==> src/rtl/i2c_target_regfile.sv <==
// I2C target with a small byte-wide register file. It stands in for the
// temperature sensor polled by the I2C master, so the master chain can be
// exercised in simulation and in FPGA self-test without a real device.
// Local logic preloads registers; bytes written over the bus are echoed out.
//
// Handshake: o_wr_valid is a one-cycle pulse with o_wr_addr/o_wr_data valid in
// the same cycle and there is no back-pressure. i_upd_valid is a one-cycle
// write strobe that is always accepted. The bus-side flow control is the I2C
// ACK/NACK bit.
module i2c_target_regfile #(
    parameter logic [6:0] DEV_ADDR  = 7'h27,
    parameter int         NUM_REGS  = 16,
    parameter int         PTR_BITS  = 4,
    parameter int         CFG_IDX   = 3,
    parameter logic [7:0] CFG_RESET = 8'h00
) (
    input  logic                i_clk,
    input  logic                i_rst,
    input  logic                i_scl,
    input  logic                i_sda,
    output logic                o_sda_oe,
    output logic                o_busy,
    input  logic                i_upd_valid,
    input  logic [PTR_BITS-1:0] i_upd_addr,
    input  logic [7:0]          i_upd_data,
    output logic                o_wr_valid,
    output logic [PTR_BITS-1:0] o_wr_addr,
    output logic [7:0]          o_wr_data
);

    typedef enum logic [2:0] {
        S_IDLE,
        S_ADDR,
        S_PTR,
        S_WDATA,
        S_RDATA,
        S_IGNORE,
        S_WAIT
    } state_t;

    state_t              state;
    logic [3:0]          bit_cnt;   // 0..7 data bits, 8 = after 8th rise, 9 = after 9th rise
    logic [6:0]          shreg;
    logic [PTR_BITS-1:0] ptr;
    logic                oor;       // pointer was loaded from an out-of-range byte
    logic                rw;
    logic                mack;      // master acknowledged the last read byte
    logic [7:0]          shadow;
    logic [7:0]          regs [NUM_REGS];

    logic scl_s1, scl_s2, scl_d;
    logic sda_s1, sda_s2, sda_d;

    logic                scl_rise, scl_fall;
    logic                start_cond, stop_cond;
    logic [7:0]          rx_byte;
    logic                byte_oor;
    logic [PTR_BITS-1:0] ptr_inc;
    logic                ptr_wrap;
    logic [7:0]          rd_byte;
    logic                bus_we;

    // Two-flop synchronizers plus a history flop; idle bus level is high.
    always_ff @(posedge i_clk or posedge i_rst) begin
        if (i_rst) begin
            scl_s1 <= 1'b1;
            scl_s2 <= 1'b1;
            scl_d  <= 1'b1;
            sda_s1 <= 1'b1;
            sda_s2 <= 1'b1;
            sda_d  <= 1'b1;
        end else begin
            scl_s1 <= i_scl;
            scl_s2 <= scl_s1;
            scl_d  <= scl_s2;
            sda_s1 <= i_sda;
            sda_s2 <= sda_s1;
            sda_d  <= sda_s2;
        end
    end

    // Edge/condition decode and datapath helpers.
    always_comb begin
        scl_rise   = scl_s2 & ~scl_d;
        scl_fall   = ~scl_s2 & scl_d;
        start_cond = scl_s2 & scl_d & sda_d & ~sda_s2;
        stop_cond  = scl_s2 & scl_d & ~sda_d & sda_s2;
        rx_byte    = {shreg, sda_s2};
        byte_oor   = ({1'b0, rx_byte} >= 9'(NUM_REGS));
        ptr_inc    = ptr + PTR_BITS'(1);
        ptr_wrap   = (ptr == PTR_BITS'(NUM_REGS - 1));
        rd_byte    = oor ? 8'hFF : regs[ptr];
        bus_we     = scl_rise && (state == S_WDATA) && (bit_cnt == 4'd7) && !oor;
    end

    // Register file: local updates any time, a same-index bus write wins.
    always_ff @(posedge i_clk or posedge i_rst) begin
        if (i_rst) begin
            for (int i = 0; i < NUM_REGS; i++) begin
                regs[i] <= (i == CFG_IDX) ? CFG_RESET : 8'h00;
            end
        end else begin
            if (i_upd_valid) regs[i_upd_addr] <= i_upd_data;
            if (bus_we)      regs[ptr] <= rx_byte;
        end
    end

    // Protocol FSM: samples on SCL rise, changes SDA drive on SCL fall.
    always_ff @(posedge i_clk or posedge i_rst) begin
        if (i_rst) begin
            state      <= S_IDLE;
            bit_cnt    <= 4'd0;
            shreg      <= 7'd0;
            ptr        <= '0;
            oor        <= 1'b0;
            rw         <= 1'b0;
            mack       <= 1'b0;
            shadow     <= 8'h00;
            o_sda_oe   <= 1'b0;
            o_busy     <= 1'b0;
            o_wr_valid <= 1'b0;
            o_wr_addr  <= '0;
            o_wr_data  <= 8'h00;
        end else begin
            o_wr_valid <= 1'b0;
            if (start_cond) begin
                state    <= S_ADDR;
                bit_cnt  <= 4'd0;
                o_sda_oe <= 1'b0;
            end else if (stop_cond) begin
                state    <= S_IDLE;
                bit_cnt  <= 4'd0;
                o_sda_oe <= 1'b0;
                o_busy   <= 1'b0;
            end else begin
                case (state)
                    S_ADDR: begin
                        if (scl_rise) begin
                            if (bit_cnt < 4'd8) begin
                                shreg   <= rx_byte[6:0];
                                bit_cnt <= bit_cnt + 4'd1;
                                if (bit_cnt == 4'd7) begin
                                    rw <= rx_byte[0];
                                    if (rx_byte[7:1] != DEV_ADDR) begin
                                        state  <= S_IGNORE;
                                        o_busy <= 1'b0;
                                    end
                                end
                            end else begin
                                bit_cnt <= 4'd9;
                            end
                        end else if (scl_fall) begin
                            if (bit_cnt == 4'd8) begin
                                o_sda_oe <= 1'b1;
                                o_busy   <= 1'b1;
                            end else if (bit_cnt == 4'd9) begin
                                bit_cnt <= 4'd0;
                                if (rw) begin
                                    state    <= S_RDATA;
                                    shadow   <= rd_byte;
                                    o_sda_oe <= ~rd_byte[7];
                                end else begin
                                    state    <= S_PTR;
                                    o_sda_oe <= 1'b0;
                                end
                            end
                        end
                    end
                    S_PTR, S_WDATA: begin
                        if (scl_rise) begin
                            if (bit_cnt < 4'd8) begin
                                shreg   <= rx_byte[6:0];
                                bit_cnt <= bit_cnt + 4'd1;
                                if (bit_cnt == 4'd7) begin
                                    if (state == S_PTR) begin
                                        ptr <= rx_byte[PTR_BITS-1:0];
                                        oor <= byte_oor;
                                    end else begin
                                        if (bus_we) begin
                                            o_wr_valid <= 1'b1;
                                            o_wr_addr  <= ptr;
                                            o_wr_data  <= rx_byte;
                                        end
                                        ptr <= ptr_inc;
                                        if (ptr_wrap) oor <= 1'b0;
                                    end
                                end
                            end else begin
                                bit_cnt <= 4'd9;
                            end
                        end else if (scl_fall) begin
                            if (bit_cnt == 4'd8) begin
                                o_sda_oe <= 1'b1;
                            end else if (bit_cnt == 4'd9) begin
                                o_sda_oe <= 1'b0;
                                bit_cnt  <= 4'd0;
                                state    <= S_WDATA;
                            end
                        end
                    end
                    S_RDATA: begin
                        if (scl_rise) begin
                            if (bit_cnt < 4'd8) begin
                                bit_cnt <= bit_cnt + 4'd1;
                            end else begin
                                // Pointer advances after every byte read out,
                                // acknowledged or not.
                                mack    <= ~sda_s2;
                                ptr     <= ptr_inc;
                                if (ptr_wrap) oor <= 1'b0;
                                bit_cnt <= 4'd9;
                            end
                        end else if (scl_fall) begin
                            if ((bit_cnt != 4'd0) && (bit_cnt < 4'd8)) begin
                                o_sda_oe <= ~shadow[3'd7 - bit_cnt[2:0]];
                            end else if (bit_cnt == 4'd8) begin
                                o_sda_oe <= 1'b0;
                            end else if (bit_cnt == 4'd9) begin
                                bit_cnt <= 4'd0;
                                if (mack) begin
                                    shadow   <= rd_byte;
                                    o_sda_oe <= ~rd_byte[7];
                                end else begin
                                    state    <= S_WAIT;
                                    o_sda_oe <= 1'b0;
                                end
                            end
                        end
                    end
                    default: begin
                        // IDLE, IGNORE and WAIT only react to START/STOP.
                    end
                endcase
            end
        end
    end

endmodule

==> config.mk <==
export PLATFORM = sky130hd
export DESIGN_NAME = i2c_target_regfile
export DESIGN_NICKNAME = d
export VERILOG_FILES = /design/src/rtl/i2c_target_regfile.sv
export SDC_FILE = /design/constraint.sdc
export NUM_CORES = 1
export LEC_CHECK = 0
export CAP_MARGIN = 0
export CORE_MARGIN = 3
export CORE_UTILIZATION = 50
export CTS_CLUSTER_SIZE = 8
export DETAILED_ROUTE_END_ITERATION = 10
export PLACE_DENSITY = 0.65
export SLEW_MARGIN = 30
export SYNTH_ARGS = -nofsm -noshare
export SYNTH_HDL_FRONTEND = slang
export SYNTH_SLANG_ARGS = --single-unit
==> constraint.sdc <==
create_clock -name i_clk -period 15 [get_ports i_clk]
set_input_delay 4.5 -clock i_clk [delete_from_list [all_inputs] [get_ports i_clk]]
set_output_delay 4.5 -clock i_clk [all_outputs]
set_load 0.05 [all_outputs]
==> results.md <==
- DRT iter0 DRCs: about 570
- Status: completed
- Clock skew: 0.0121 ns
- Total core area: between 0.015 and 0.02 mm^2
- GR Util All Layers: around 24%
- Post-synth cell types: 58
- Pre-Repair DR Iteration Count: 5
- Post-synth net total: approximately 940
- Syn_area_per_cell: roughly 11 um^2
- Primary FF master, synth: dfrtp_1
- Final setup violation count: 0
- CP Capture Type: flip-flop
- N_diodes: 0
- Cell count after synthesis: a little over 900
- Final Hold Vio Count: 0
- Post-synth ARST share: 100%
- Clock Latency Late Sink: approximately 0.43 ns
- Total power: ~1.4 mW
- Mapped Area: 0.00968 mm^2
- Filler-free cell count of the finished design: approximately 1200
- Global-route wire length before repair: 39800 um
- # clock sinks: ~180
- Pin slew with the least headroom to its limit: about 1.0 ns
- Final min period: ~6.3 ns
- Area post-placement: 0.0100 mm^2
- P per Cell Area: about 130 mW/mm^2
- Post-synthesis sequential area ratio: between 40% and 50%
- Antenna violations before repair: 1
- GRT overflow: 0
- Final instance area: roughly 0.011 mm^2
- Ratio of cells with drive above 1 in the final layout: 11.2%
- Avg WL per Cell: roughly 21 um
- Clock Tree Buf Depth: 2
- CTS tree: done
- HP Class: reg -> reg
- Final period util: a little over two fifths
- Top-level I/O count: 32
- Total CTS buffers: 17
- Nets: 919
- CP cell instances: clkdlybuf4s50_1 -> nand2b_1 -> nor2_1 -> mux2i_1 -> a21oi_1
- H-tree depth: 4
- Hpwl dp: approximately 16000 um
- Pins Over Slew Limit: 0
- Die H: 145 um
- Yosys Warn Count: 0
- Drt drc: 0
- Critical-path top delay cell: nor2_1
- Setup Buffers After CTS: 0
- GPL Wtd Cong: 0.840
- CP delay by family, top: simple AND/OR/NAND/NOR gates
- Final Util: between 50% and 60%
- Layout area overhead: 9.58%
- Antenna Violating Nets Remaining: 0
- Die area: 0.0211 mm^2
- Port bufs: 31
- VDD IR max: between 0.1 and 0.15 mV
- Delay of the slowest critical-path stage: between 0.8 and 0.9 ns
- Buffers and inverters on the worst path: 1
- CP Launch Type: primary input
- Die Width: ~150 um
- FP Rows: 50
- Hold_buf cts: 0
- Worst Path Max Fanout: 10
- Fill count: roughly 1600
- Initial cell density of the core: 51.4%
- CP required: roughly 15 ns
- Largest net degree at the start of global routing: approximately 110
- Via count: between 6000 and 7000
- P_leak: about 4.4 nW
- Root buffer cell: clkbuf_16
- Setup TNS: 0 ns
- Total of max-cap violations: 0
- Routed wire length: ~25000 um
- F_max: between 0.15 and 0.2 GHz
- Synthesis-stage register bit count: 178
- Placed instance count: about 1100
- Number of global-route vias before repair: approximately 6700
- RSZ-0062 raised after global routing: false
- Setup CP Type: in -> reg
- PostCTS Resize Cnt: 0
- Slew margin rel.: 30.0%
- Crit path DAT: roughly 6.5 ns
- Via density per instance: between 5 and 6
- CTS clk-pin slew, worst paths: roughly 0.070 ns
- Post-synth EDFFs: 0
==> where the power goes <==
group | total, mW | switching (mW) | internal, mW
Combinational | 0.256 | 0.124 | 0.132
Clock | 0.416 | 0.197 | 0.219
Sequential | 0.715 | 0.139 | 0.576
==> path summary, 6_finish.rpt <==
check	slack, ns	end	start	depth (start not counted)
min in group asynchronous	4.60	o_wr_data[7]	i_rst	2
min	0.36	scl_s2	scl_s1	0
max reg2reg	11.87	regs[86]	state[1]	5
max in group asynchronous	9.18	shreg[4]	i_rst	3
max	8.75	regs[22]	i_upd_addr[1]	5
min reg2reg	0.36	scl_s2	scl_s1	0
==> sequential cells by signal, indices dropped and copies added (netlist names), 3 cells and up <==
signal and cells:
shreg 7, o_wr_addr 4, regs 128, bit_cnt 4, shadow 8, ptr 4, state 3, o_wr_data 8
==> kinds of logic after synthesis <==
group                      after synthesis  synth area share, %
muxes                                  195                 25.8
xor gates and xnor gates                 1               0.0905
AOI/OAI and AO/OA                      189                 11.1
and+or+nand+nor                        253                 11.8
buffers and inverters                   85                 3.83
adders and majority gates               10                 1.29
DFF                                    178                 46.1
==> metal layers <==
| layer | global-route usage (%) | share of wire, % |
|---|---|---|
| met5 | 0 | 0.053 |
| met1 | 35.0 | 46 |
| met2 | 37.9 | 47 |
| met4 | 6.32 | 1.9 |
| met3 | 4.59 | 4.5 |
==> final cells by class <==
class	instances	area [um^2]	area share, %
multi-input combinational	648	4870	45.9
clock inverter	13	103	0.968
inverter	12	52.6	0.496
sequential	178	4470	42.1
clock buffer	19	443	4.18
timing repair buffer	35	344	3.25
tap	260	325	3.07
==> cell usage after synthesis (4+ instances only) <==
cell	instances	area, um^2
buf_6	4	45.0
dfrtp_1	172	4300
ha_1	10	125
mux2_1	21	236
mux2i_1	133	1330
nand2_1	15	56.3
a21o_1	4	30.0
clkbuf_1	48	180
o21ai_1	11	55.1
a21oi_1	145	726
or3_1	6	37.5
nand3b_1	6	45.0
mux4_2	35	788
dfstp_2	6	158
inv_1	12	45.0
nor2b_1	6	37.5
buf_1	8	30.0
nor2_1	164	616
mux4_1	5	131
nand3_1	28	140
buf_2	11	55.1
o21ai_0	7	35.0
and3_1	4	25.0
==> worst register-to-register path, stage by stage, from the launching register on <==
cell and delay [ns]:
dfrtp_1 0.60, nor4bb_1 0.71, and3_1 0.62, nand3_1 0.69, nor2_1 0.30, a21oi_1 0.06
==> cells in the final DEF (no fill, tap or decap), types with 2 or more instances in the layout <==
master and n:
a211o_1 2, a21o_1 4, a21oi_1 145, a31oi_1 3, and2_1 3, and3_1 4
buf_4 3, clkbuf_16 17, clkdlybuf4s50_1 31, clkinv_2 3, clkinv_4 4, clkinvlp_4 2
dfrtp_1 167, dfrtp_2 5, dfstp_2 6, ha_1 10, inv_1 11, inv_6 3
inv_8 2, mux2_1 21, mux2i_1 133, mux4_1 5, mux4_2 35, nand2_1 15
nand2b_1 2, nand3_1 28, nand3b_1 6, nand4_1 2, nor2_1 157, nor2_2 8
nor2b_1 6, nor3b_1 3, nor4_1 2, o211ai_1 2, o21ai_0 7, o21ai_1 11
o41ai_1 3, or3_1 6
==> stage by stage <==
stage | hold slack, ns | setup slack [ns]
after floorplan | 0.345 | 5.68
after global placement | 0.346 | 8.15
after detailed placement | 0.347 | 8.16
after CTS | 0.357 | 8.62
after global routing | 0.365 | 8.70
final | 0.356 | 8.75
No activity file was read; power rests on OpenSTA's default activity.
